===== src/rtl/game_pkg.sv =====
// Shared playfield geometry and the wave scheduler state encoding.
package game_pkg;

   localparam int GRID_W      = 20;
   localparam int GRID_H      = 15;
   localparam int X_W         = 5;
   localparam int Y_W         = 4;
   localparam int NUM_ENEMIES = 3;

   typedef enum logic [2:0] {
      IDLE,
      WAIT,
      SPAWN,
      DRAIN,
      GAP
   } sched_state_t;

endpackage


===== src/rtl/spawn_lfsr.sv =====
// Free-running 5-bit Fibonacci LFSR (x^5+x^3+1) folded into a playfield column.
module spawn_lfsr
   import game_pkg::*;
#(
   parameter logic [X_W-1:0] SEED = 5'h15,
   parameter int             COLS = 20
) (
   input  logic           clk,
   input  logic           rst,
   output logic [X_W-1:0] col
);

   logic [X_W-1:0] lfsr;

   always_ff @(posedge clk) begin
      if (rst) lfsr <= SEED;
      else     lfsr <= {lfsr[3:0], lfsr[4] ^ lfsr[2]};
   end

   // A nonzero 5-bit state is 1..31, so a single subtraction lands in 0..COLS-1.
   always_comb begin
      col = lfsr;
      if (lfsr >= X_W'(COLS)) col = lfsr - X_W'(COLS);
   end

endmodule


===== src/rtl/enemy_wave_scheduler.sv =====
// Paces enemy spawn pulses into the game core wave by wave, with stall, pause and difficulty ramp.
module enemy_wave_scheduler
   import game_pkg::*;
#(
   parameter int             GRID_W        = 20,
   parameter int             SPAWN_Y       = 0,
   parameter int             BASE_INTERVAL = 16,
   parameter int             INTERVAL_STEP = 2,
   parameter int             MIN_INTERVAL  = 4,
   parameter int             BASE_COUNT    = 3,
   parameter int             MAX_COUNT     = 15,
   parameter int             WAVE_GAP      = 32,
   parameter logic [X_W-1:0] LFSR_SEED     = 5'h15
) (
   input  logic                   clk,
   input  logic                   rst,
   input  logic                   start,
   input  logic                   pause,
   input  logic [NUM_ENEMIES-1:0] enemy_active,
   output logic                   enemy_spawn,
   output logic [X_W-1:0]         enemy_init_x,
   output logic [Y_W-1:0]         enemy_init_y,
   output logic [1:0]             spawn_slot,
   output logic [7:0]             wave,
   output logic [3:0]             remaining,
   output logic                   wave_done,
   output logic                   busy
);

   localparam int TMR_MAX = (BASE_INTERVAL > WAVE_GAP) ? BASE_INTERVAL : WAVE_GAP;
   localparam int TMR_W   = $clog2(TMR_MAX + 1);

   sched_state_t     state, state_nxt;
   logic [TMR_W-1:0] tmr;
   logic             start_go, spawn_go, done_go, gap_end, spawn_more;
   logic [7:0]       wave_inc, calc_wave;
   logic [TMR_W-1:0] ivl;
   logic [3:0]       cnt;
   logic [X_W-1:0]   col;
   logic [1:0]       free_slot;

   function automatic int count_of(input logic [7:0] w);
      int c;
      c = BASE_COUNT + int'(w) - 1;
      return (c > MAX_COUNT) ? MAX_COUNT : c;
   endfunction

   function automatic int interval_of(input logic [7:0] w);
      int i;
      i = BASE_INTERVAL - (int'(w) - 1) * INTERVAL_STEP;
      return (i < MIN_INTERVAL) ? MIN_INTERVAL : i;
   endfunction

   spawn_lfsr #(
      .SEED (LFSR_SEED),
      .COLS (GRID_W)
   ) u_lfsr (
      .clk (clk),
      .rst (rst),
      .col (col)
   );

   assign wave_inc  = (wave == 8'hFF) ? wave : wave + 8'd1;
   assign calc_wave = (state == IDLE) ? 8'd1 : (state == GAP) ? wave_inc : wave;
   assign cnt       = 4'(count_of(calc_wave));
   assign ivl       = TMR_W'(interval_of(calc_wave));
   assign busy      = (state != IDLE);

   always_comb begin
      free_slot = 2'd0;
      if      (!enemy_active[0]) free_slot = 2'd0;
      else if (!enemy_active[1]) free_slot = 2'd1;
      else if (!enemy_active[2]) free_slot = 2'd2;
   end

   always_comb begin
      state_nxt  = state;
      start_go   = 1'b0;
      spawn_go   = 1'b0;
      done_go    = 1'b0;
      gap_end    = 1'b0;
      spawn_more = 1'b0;
      case (state)
         IDLE: if (start) begin
            start_go  = 1'b1;
            state_nxt = WAIT;
         end
         WAIT: if (!pause && tmr == '0 && !(&enemy_active)) begin
            spawn_go  = 1'b1;
            state_nxt = SPAWN;
         end
         SPAWN: begin
            spawn_more = (remaining != 4'd1);
            state_nxt  = spawn_more ? WAIT : DRAIN;
         end
         DRAIN: if (enemy_active == '0) begin
            done_go   = 1'b1;
            state_nxt = GAP;
         end
         GAP: if (!pause && tmr == '0) begin
            gap_end   = 1'b1;
            state_nxt = WAIT;
         end
         default: state_nxt = IDLE;
      endcase
   end

   always_ff @(posedge clk) begin
      if (rst) state <= IDLE;
      else     state <= state_nxt;
   end

   // Loads are one less than the interval from IDLE/GAP and two less from SPAWN, so the
   // pulse lands exactly interval cycles after the start/gap-exit edge or the previous pulse.
   always_ff @(posedge clk) begin
      if (rst)                    tmr <= '0;
      else if (start_go)          tmr <= ivl - TMR_W'(1);
      else if (spawn_more)        tmr <= ivl - TMR_W'(2);
      else if (done_go)           tmr <= TMR_W'(WAVE_GAP);
      else if (gap_end)           tmr <= ivl - TMR_W'(1);
      else if ((state == WAIT || state == GAP) && !pause && tmr != '0)
                                  tmr <= tmr - TMR_W'(1);
   end

   always_ff @(posedge clk) begin
      if (rst) begin
         wave      <= '0;
         remaining <= '0;
      end else if (start_go) begin
         wave      <= 8'd1;
         remaining <= cnt;
      end else if (gap_end) begin
         wave      <= wave_inc;
         remaining <= cnt;
      end else if (state == SPAWN) begin
         remaining <= remaining - 4'd1;
      end
   end

   always_ff @(posedge clk) begin
      if (rst) begin
         enemy_spawn  <= 1'b0;
         enemy_init_x <= '0;
         enemy_init_y <= '0;
         spawn_slot   <= '0;
         wave_done    <= 1'b0;
      end else begin
         enemy_spawn <= spawn_go;
         wave_done   <= done_go;
         if (spawn_go) begin
            enemy_init_x <= col;
            enemy_init_y <= Y_W'(SPAWN_Y);
            spawn_slot   <= free_slot;
         end
      end
   end

endmodule


===== config.mk =====
export PLATFORM = sky130hd
export DESIGN_NAME = enemy_wave_scheduler
export DESIGN_NICKNAME = d
export VERILOG_FILES = /design/src/rtl/game_pkg.sv /design/src/rtl/spawn_lfsr.sv /design/src/rtl/enemy_wave_scheduler.sv
export SDC_FILE = /design/constraint.sdc
export NUM_CORES = 1
export LEC_CHECK = 0
export BUFFER_PORTS_ARGS = -buffer_cell sky130_fd_sc_hd__buf_4
export CELL_PAD_IN_SITES_DETAIL_PLACEMENT = 1
export CELL_PAD_IN_SITES_GLOBAL_PLACEMENT = 2
export CORE_UTILIZATION = 32
export CTS_BUF_LIST = sky130_fd_sc_hd__clkbuf_2
export CTS_CLUSTER_DIAMETER = 60
export DETAILED_ROUTE_END_ITERATION = 10
export GPL_TIMING_DRIVEN = 0
export PLACE_DENSITY_LB_ADDON = 0.15
export SLEW_MARGIN = 20
export SYNTH_ARGS = -nofsm -noshare
export SYNTH_HDL_FRONTEND = slang
export SYNTH_HIERARCHICAL = 1
export SYNTH_SLANG_ARGS = --single-unit

===== constraint.sdc =====
create_clock -name clk -period 3.7 [get_ports clk]
set_input_delay 0.37 -clock clk [delete_from_list [all_inputs] [get_ports clk]]
set_output_delay 0.37 -clock clk [all_outputs]
set_load 0.01 [all_outputs]

==> reports/metrics.csv, run 1 <==
stage;metric;value;unit
status;outcome;finished, violations left;
status;violations in the final reports;setup timing;
synthesis;simple logic cell fraction of the synthesized area;25.9;%
sta;RSZ-0062 raised after global routing;yes;
synthesis;Syn Inst Count;316;
power_and_ir_drop;Final Power;1.18;mW
drt;DRT iter0 DRCs;63;
final_layout;nets;398;
global_route;first-pass GRT wire length;12.9;mm
clock_network;CTS tree;done;
synthesis;synthesized flop and latch total;35;
synthesis;main combinational cell family by area after synthesis;compound AO/OA/AOI/OAI gates;
synthesis;Yosys cell types;73;
floorplan;Rows;32;
clock_network;worst skew pair latency;0.42;ns
power_and_ir_drop;Lkg Pwr;1.36;nW
floorplan;effective utilization at floorplan;32.8;%
final_layout;Multi-input gate area;1910;sq um
final_layout;Filler Cell Count;948;
critical_path;critical path endpoint category;register;
sta;Final WS setup;-0.185;ns
floorplan;Vert. Die Dim;90.8;um
synthesis;Adder-Cell Fraction of Synth Area;5.91;%
placed_design;routability congestion estimate;0.805;
placed_design;Cell Count Post-Placement;449;
sta;Tightest Pin Transition;1.05;ns
drt;Via density;5.22;
drt;residual DRC count;0;
drt;Routed WL;7.78;mm
final_layout;Diodes inserted;0;
floorplan;die area;8240;sq um
critical_path;Worst EP required;4.01;ns
global_route;gr ovfl total;0;
job;max-cap check violation count;0;
clock_network;Bufs on Longest Clock Path;2;
sta;Setup Skew;0.0483;ns
sta;Final period util;105;%
drt;Antenna Violating Nets Remaining;0;
clock_network;CTS buffer count;5;
synthesis;async set-or-reset flop fraction in the synthesized netlist;0;%
hold_path;HP Class;in -> reg;
critical_path;critical path class;reg -> reg;
floorplan;Die X;90.8;um
final_layout;post-layout util;44.3;%
critical_path;crit start category;register;
floorplan;# IOs;33;
drt;routed len/inst;16.2;um
synthesis;ys flop type;dfxtp_1;
final_layout;register area;718;sq um
global_route;GR Util All Layers;19.6;%
synthesis;Compound-Gate Fraction of Synth Area;26.2;%
clock_network;CTS H-tree lvls;2;
placed_design;HPWL Detailed;5.57;mm
floorplan;Core Region;7690;sq um
synthesis;synthesized area;2520;sq um
power_and_ir_drop;Max VDD drop;0.152;mV
global_route;largest net degree at the start of global routing;12;
sta;min Tclk post-route;3.88;ns
drt;via count;2513;
final_layout;share of cells above drive strength 1;34.6;%
synthesis;Yosys warnings;6;
sta;Hold Fails Final Rpt;0;
clock_network;clock sinks;35;
sta;fin. max-slew vios;0;
synthesis;multiplexer share of the synthesized area;2.78;%
clock_network;Clk Tree Root Cell;clkbuf_2;
clock_network;CTS hold repair buffers;0;
sta;# setup viols final;1;
synthesis;EDFF count, synth;0;
synthesis;post-synthesis xor/xnor area fraction;4.52;%
critical_path;peak fanout along the critical path;5;
final_layout;Area Growth Syn to Fin;34.9;%
final_layout;Finished Layout Cells;481;
sta;Fmax;0.257;GHz
synthesis;sequential share of the synthesized area;27.8;%
power_and_ir_drop;power density over cell area;347;nW/um^2
global_route;initial antenna violation count;0;
sta;Max-slew headroom;29.7;%
synthesis;Synth Area per Inst;7.98;sq um
clock_network;Clk pin slew, worst setup/hold paths;0.23;ns
global_route;vias in the first global route;2532;
critical_path;CP Data Arrival Time;4.20;ns
placed_design;buffers added on ports;28;
drt;router iterations before antenna repair;4;
[area by class of cell]
type,instances,area share [%]
clock buffer,5,0.736
timing repair buffer,54,12.3
multi-input combinational,250,56.3
buffer,17,3.75
sequential,35,21.1
tap,102,3.75
clock inverter,1,0.221
inverter,17,1.88
[report_power, final]
| group | total, mW | internal (mW) | switching, mW |
|---|---|---|---|
| Sequential | 0.445 | 0.411 | 0.0345 |
| Combinational | 0.557 | 0.265 | 0.291 |
| Clock | 0.180 | 0.0392 | 0.140 |
| Total | 1.18 | 0.716 | 0.466 |
[registers in the layout (all words and copies together), names as in the netlist]
signal        count
enemy_init_x      5
enemy_spawn       1
remaining         4
spawn_slot        2
state             3
tmr               6
u_lfsr/lfsr       5
wave              8
wave_done         1
[worst max-delay path: stages, from the launching register on]
cell	delay, ns
dfxtp_4	0.41
ha_4	0.15
buf_4	0.12
nand2_1	0.16
a211oi_4	0.23
or2_1	0.21
ha_4	0.14
inv_2	0.06
o32ai_4	0.33
o32ai_2	0.13
nor3b_2	0.25
xnor2_2	0.11
a21boi_2	0.21
o21ba_4	0.16
nand2_2	0.07
ha_4	0.16
or3b_1	0.34
a21o_1	0.17
a32o_1	0.23
a21oi_2	0.13
[placed cells by master, fill, tap and decap left out, types with 3 or more instances in the layout]
cell / instances
nor2b_1: 3
buf_6: 4
nor2_1: 34
nand3_1: 3
o21ai_0: 11
dfxtp_1: 27
nand4_1: 3
nand2_1: 22
a21oi_1: 22
inv_2: 4
nor2_4: 5
xnor2_2: 3
clkbuf_1: 5
nor3b_1: 6
and3_1: 3
inv_1: 13
ha_1: 7
and2_1: 3
mux2i_1: 7
ha_4: 4
xnor2_1: 8
o211ai_1: 3
or3_1: 3
buf_4: 59
dfxtp_4: 3
dfxtp_2: 5
nor3_1: 14
nand2b_1: 6
conb_1: 4
a31oi_1: 6
clkbuf_2: 6
[through the flow]
stage | worst slack, ns | setup TNS (ns) | area, sq um | hold WS (ns)
CTS | -0.0982 | -0.0982 | 3290 | 0.180
finish | -0.185 | -0.185 | 3400 | 0.219
detailed placement | -0.544 | -0.958 | 2920 | 0.472
floorplan | 0.00199 | 0 | 2580 | 0.437
global placement | -0.537 | -0.948 | 2920 | 0.466
global route | -0.372 | -0.446 | 3400 | 0.177
[cells in the mapped netlist (5+ instances only)]
| library cell | n | area (sq um) |
|---|---|---|
| nor3_1 | 14 | 70.1 |
| mux2i_1 | 7 | 70.1 |
| nand3_1 | 5 | 25.0 |
| nor3b_1 | 7 | 52.6 |
| nand2_1 | 23 | 86.3 |
| dfxtp_1 | 35 | 701 |
| inv_1 | 14 | 52.6 |
| nand2b_1 | 6 | 37.5 |
| ha_1 | 11 | 138 |
| clkbuf_1 | 7 | 26.3 |
| nor2_1 | 38 | 143 |
| o21ai_0 | 11 | 55.1 |
| xnor2_1 | 11 | 96.3 |
| a31oi_1 | 6 | 37.5 |
| buf_4 | 7 | 52.6 |
| a21oi_1 | 24 | 120 |
[what timing repair did]
| item | in CTS | in global routing |
|---|---|---|
| resized for setup | 41 | 11 |
| setup buffers | 20 | 6 |
| setup endpoints to repair | 3 | 3 |
| pin swaps | 23 | 18 |
[worst paths after layout]
path | from | end | slack, ns | cells after the start
min reg2reg | u_lfsr/lfsr[1]$_SDFF_PP0_ | u_lfsr/lfsr[2]$_SDFF_PP1_ | 0.46 | 1
max | wave[1]$_SDFFE_PP0P_ | tmr[5]$_SDFFE_PP0P_ | -0.18 | 19
max reg2reg | wave[1]$_SDFFE_PP0P_ | tmr[5]$_SDFFE_PP0P_ | -0.18 | 19
min | rst | u_lfsr/lfsr[3]$_SDFF_PP0_ | 0.22 | 2
[kinds of logic (layout without fill, tap and decap cells)]
kind of cell | Yosys count | count (layout)
AND/OR/NAND/NOR | 125 | 125
AO/OA/AOI/OAI | 89 | 89
flip-flops | 35 | 35
buffers and inverters | 34 | 94
XOR/XNOR | 13 | 13
adder cells (fa/ha/maj) | 12 | 12
multiplexers | 7 | 7
other | 1 | 4
[routing by layer]
metal / global-route usage (%) / routed length [um] / vias to the layer above / part of all wire (%)
li1: - / - / 1263 / -
met1: 26.7 / 3890 / 1217 / 50
met2: 31.8 / 3650 / 28 / 47
met3: 3.20 / 174 / 5 / 2.2
met4: 5.24 / 64 / 0 / 0.82
met5: 0 / 0 / - / 0
(Power assumes the default switching activity.)
==> run 2, diff against run 1 <==
Settings changed: RECOVER_POWER set to 100.
==> run 2 against run 1 <==
Compared with the run above:
- the flow still finishes with violations (setup timing)
- register-to-register slack better by 0.02 ns
- worst setup slack better by 0.016 ns
- clock skew down 0.013 ns
- via count down 0.56%
- design area down 1.7%
- routed wire length down 0.13%
- sequential power about the same
- count of clock-buffer cells in the layout unchanged
==> reports/metrics.csv, run 2 (same netlist as run 1, synthesis figures left out) <==
stage;metric;value;unit;change
placed_design;routability congestion estimate;0.805;;unchanged
clock_network;Clk pin slew, worst setup/hold paths;0.21;ns;-0.02 ns
final_layout;Reg with most FFs;wave;;
status;violations in the final reports;setup timing;;
critical_path;critical path class;reg -> reg;;
placed_design;Cell Count Post-Placement;449;;unchanged
floorplan;die area;8240;sq um;unchanged
clock_network;CTS hold repair buffers;0;;unchanged
critical_path;worst flop-to-flop path endpoint;tmr[5]$_SDFFE_PP0P_;;
sta;# setup viols final;1;;unchanged
clock_network;CTS H-tree lvls;2;;unchanged
hold_path;hold depth;2;;unchanged
floorplan;effective utilization at floorplan;32.8;%;unchanged
final_layout;share of cells above drive strength 1;30.3;%;-4.2 points
drt;Via density;5.20;;-0.56%
clock_network;Clk Tree Root Cell;clkbuf_2;;
critical_path;peak fanout along the critical path;5;;unchanged
power_and_ir_drop;power density over cell area;350;nW/um^2;+0.88%
power_and_ir_drop;clock share of power;15.2;%;about the same
power_and_ir_drop;P_int;0.708;mW;-1.1%
hold_path;HP Class;in -> reg;;
sta;Max-slew headroom;29.0;%;-0.76 points
final_layout;max reg flops;8;;unchanged
job;max-cap check violation count;0;;unchanged
placed_design;buffers added on ports;28;;unchanged
final_layout;register area;717;sq um;-0.17%
critical_path;Worst EP required;4.02;ns;about the same
drt;Routed WL;7.77;mm;-0.13%
critical_path;crit start category;register;;
drt;residual DRC count;0;;unchanged
sta;Tightest Pin Transition;1.06;ns;+0.0114 ns
drt;router iterations before antenna repair;4;;unchanged
sta;Hold Fails Final Rpt;0;;unchanged
critical_path;R2R cell count;19;;unchanged
critical_path;R2R Path Start;wave[1]$_SDFFE_PP0P_;;
floorplan;Die X;90.8;um;unchanged
drt;via count;2499;;-0.56%
drt;routed len/inst;16.1;um;-0.13%
final_layout;Multi-input gate area;1910;sq um;unchanged
global_route;gr ovfl total;0;;unchanged
floorplan;Vert. Die Dim;90.8;um;unchanged
final_layout;most common cell after layout, fill and taps aside;buf_4;;
final_layout;Area Growth Syn to Fin;32.7;%;
clock_network;Bufs on Longest Clock Path;2;;unchanged
global_route;first-pass GRT wire length;12.9;mm;unchanged
critical_path;flop2flop setup slack;-0.17;ns;+0.02 ns
global_route;largest net degree at the start of global routing;12;;unchanged
global_route;GR Layer Usage met2;31.8;%;unchanged
critical_path;critical path endpoint category;register;;
global_route;initial antenna violation count;0;;unchanged
sta;fin. max-slew vios;0;;unchanged
critical_path;CP Data Arrival Time;4.19;ns;about the same
floorplan;# IOs;33;;unchanged
sta;Final period util;105;%;-0.43 points
sta;Setup Skew;0.0353;ns;-0.0130 ns
clock_network;clock sinks;35;;unchanged
floorplan;Rows;32;;unchanged
hold_path;Worst Hold End;u_lfsr/lfsr[3]$_SDFF_PP0_;;
critical_path;CP max stage cell;dfxtp_4;;
floorplan;Core Region;7690;sq um;unchanged
global_route;Most Crowded Layer GR;met2;;
critical_path;CP peak stage delay;0.41;ns;about the same
power_and_ir_drop;Reg power frac;38.0;%;+0.3 points
clock_network;worst skew pair latency;0.41;ns;about the same
final_layout;Filler Cell Count;958;;+1.1%
hold_path;worst hold start;rst;;
clock_network;CTS tree;done;;
status;outcome;finished, violations left;;
drt;Antenna Violating Nets Remaining;0;;unchanged
placed_design;DP Worst Slack;-0.544;ns;unchanged
sta;min Tclk post-route;3.87;ns;-0.0160 ns
global_route;met1 Track Usage GR;26.7;%;unchanged
sta;Fmax;0.258;GHz;+0.41%
final_layout;Finished Layout Cells;481;;unchanged
clock_network;CTS buffer count;5;;unchanged
critical_path;first element of the critical path;wave[1]$_SDFFE_PP0P_;;
sta;Final WS setup;-0.169;ns;+0.0160 ns
final_layout;top flop regs;wave: 8 flops, tmr: 6 flops;;
power_and_ir_drop;Sw Share;39.6;%;+0.18 points
placed_design;HPWL Detailed;5.57;mm;unchanged
power_and_ir_drop;Net Switching;0.465;mW;-0.37%
sta;RSZ-0062 raised after global routing;yes;;
global_route;GR Util All Layers;19.6;%;unchanged
final_layout;most frequent cells in the layout;44 x buf_4, 34 x nor2_1, 28 x dfxtp_1;;
critical_path;cell mode on critical path;ha_4;;
global_route;GRT met3 Usage;3.20;%;unchanged
power_and_ir_drop;Max VDD drop;0.152;mV;about the same
power_and_ir_drop;Lkg Pwr;1.29;nW;-4.9%
drt;DRT iter0 DRCs;56;;-11%
power_and_ir_drop;Comb pwr share;46.9;%;-0.2 points
critical_path;crit-path cells;ha_4, buf_4, nand2_1, a211oi_4, or2_1, ha_4, inv_2, o32ai_4, o32ai_2, nor3b_2, xnor2_2, a21boi_2, o21ba_4, nand2_2, ha_4, or3b_1, a21o_1, a32o_1, a21oi_2;;
global_route;vias in the first global route;2532;;unchanged
final_layout;Diodes inserted;0;;unchanged
final_layout;nets;398;;unchanged
-- run 2: layout make-up --
cell class / count / area share [%]
Buffer: 17 / 3.82
Clock buffer: 5 / 0.748
Sequential cell: 35 / 21.4
Inverter: 17 / 1.91
Clock inverter: 1 / 0.224
Timing Repair Buffer: 54 / 10.8
Multi-Input combinational cell: 250 / 57.2
Tap cell: 102 / 3.82
-- run 2: repair_timing --
| item | CTS | global route |
|---|---|---|
| setup buffers | 20 | 6 |
| endpoints found under the setup margin | 3 | 3 |
| hold endpoints to repair | 0 | 0 |
| gates resized for setup | 41 | 11 |
| pin swaps | 23 | 18 |
-- run 2: worst max-delay path by stage --
stage                                endpoint  cells after the start
after floorplan           tmr[5]$_SDFFE_PP0P_                     18
after global placement    tmr[5]$_SDFFE_PP0P_                     19
after detailed placement  tmr[5]$_SDFFE_PP0P_                     19
after CTS                 tmr[5]$_SDFFE_PP0P_                     19
after global routing      tmr[5]$_SDFFE_PP0P_                     19
final                     tmr[5]$_SDFFE_PP0P_                     19
-- run 2: worst max-delay path, delay by kind of cell (launching register included) --
family,cells,cell delay (ns)
XOR/XNOR,1,0.11
AND/OR/NAND/NOR,5,1.03
buffers and inverters,2,0.18
adder cells (fa/ha/maj),3,0.45
flip-flops,1,0.41
AO/OA/AOI/OAI,8,1.59
-- run 2: power by group through the flow --
stage,logic [mW],registers (mW),clock network [mW]
after floorplan,0.330,0.450,0
after CTS,0.518,0.445,0.190
final,0.549,0.445,0.178
after detailed placement,0.439,0.454,0
after global placement,0.434,0.453,0
after global routing,0.608,0.451,0.201
-- run 2: layer usage --
metal | vias to the layer above | wire (um)
li1 | 1262 | -
met4 | 0 | 65
met5 | - | 0
met2 | 31 | 3650
met1 | 1200 | 3870
met3 | 6 | 179
-- run 2: metrics by stage --
| stage | hold slack [ns] | power [mW] | TNS (ns) | cell area (sq um) | utilization [%] |
|---|---|---|---|---|---|
| after floorplan | 0.437 | 0.780 | 0 | 2580 | - |
| after global placement | 0.466 | 0.888 | -0.948 | 2920 | 38.0 |
| after detailed placement | 0.472 | 0.893 | -0.958 | 2920 | 38.0 |
| after CTS | 0.180 | 1.15 | -0.0982 | 3290 | 42.8 |
| after global routing | 0.177 | 1.26 | -0.460 | 3340 | 43.5 |
| final | 0.210 | 1.17 | -0.169 | 3340 | 43.5 |
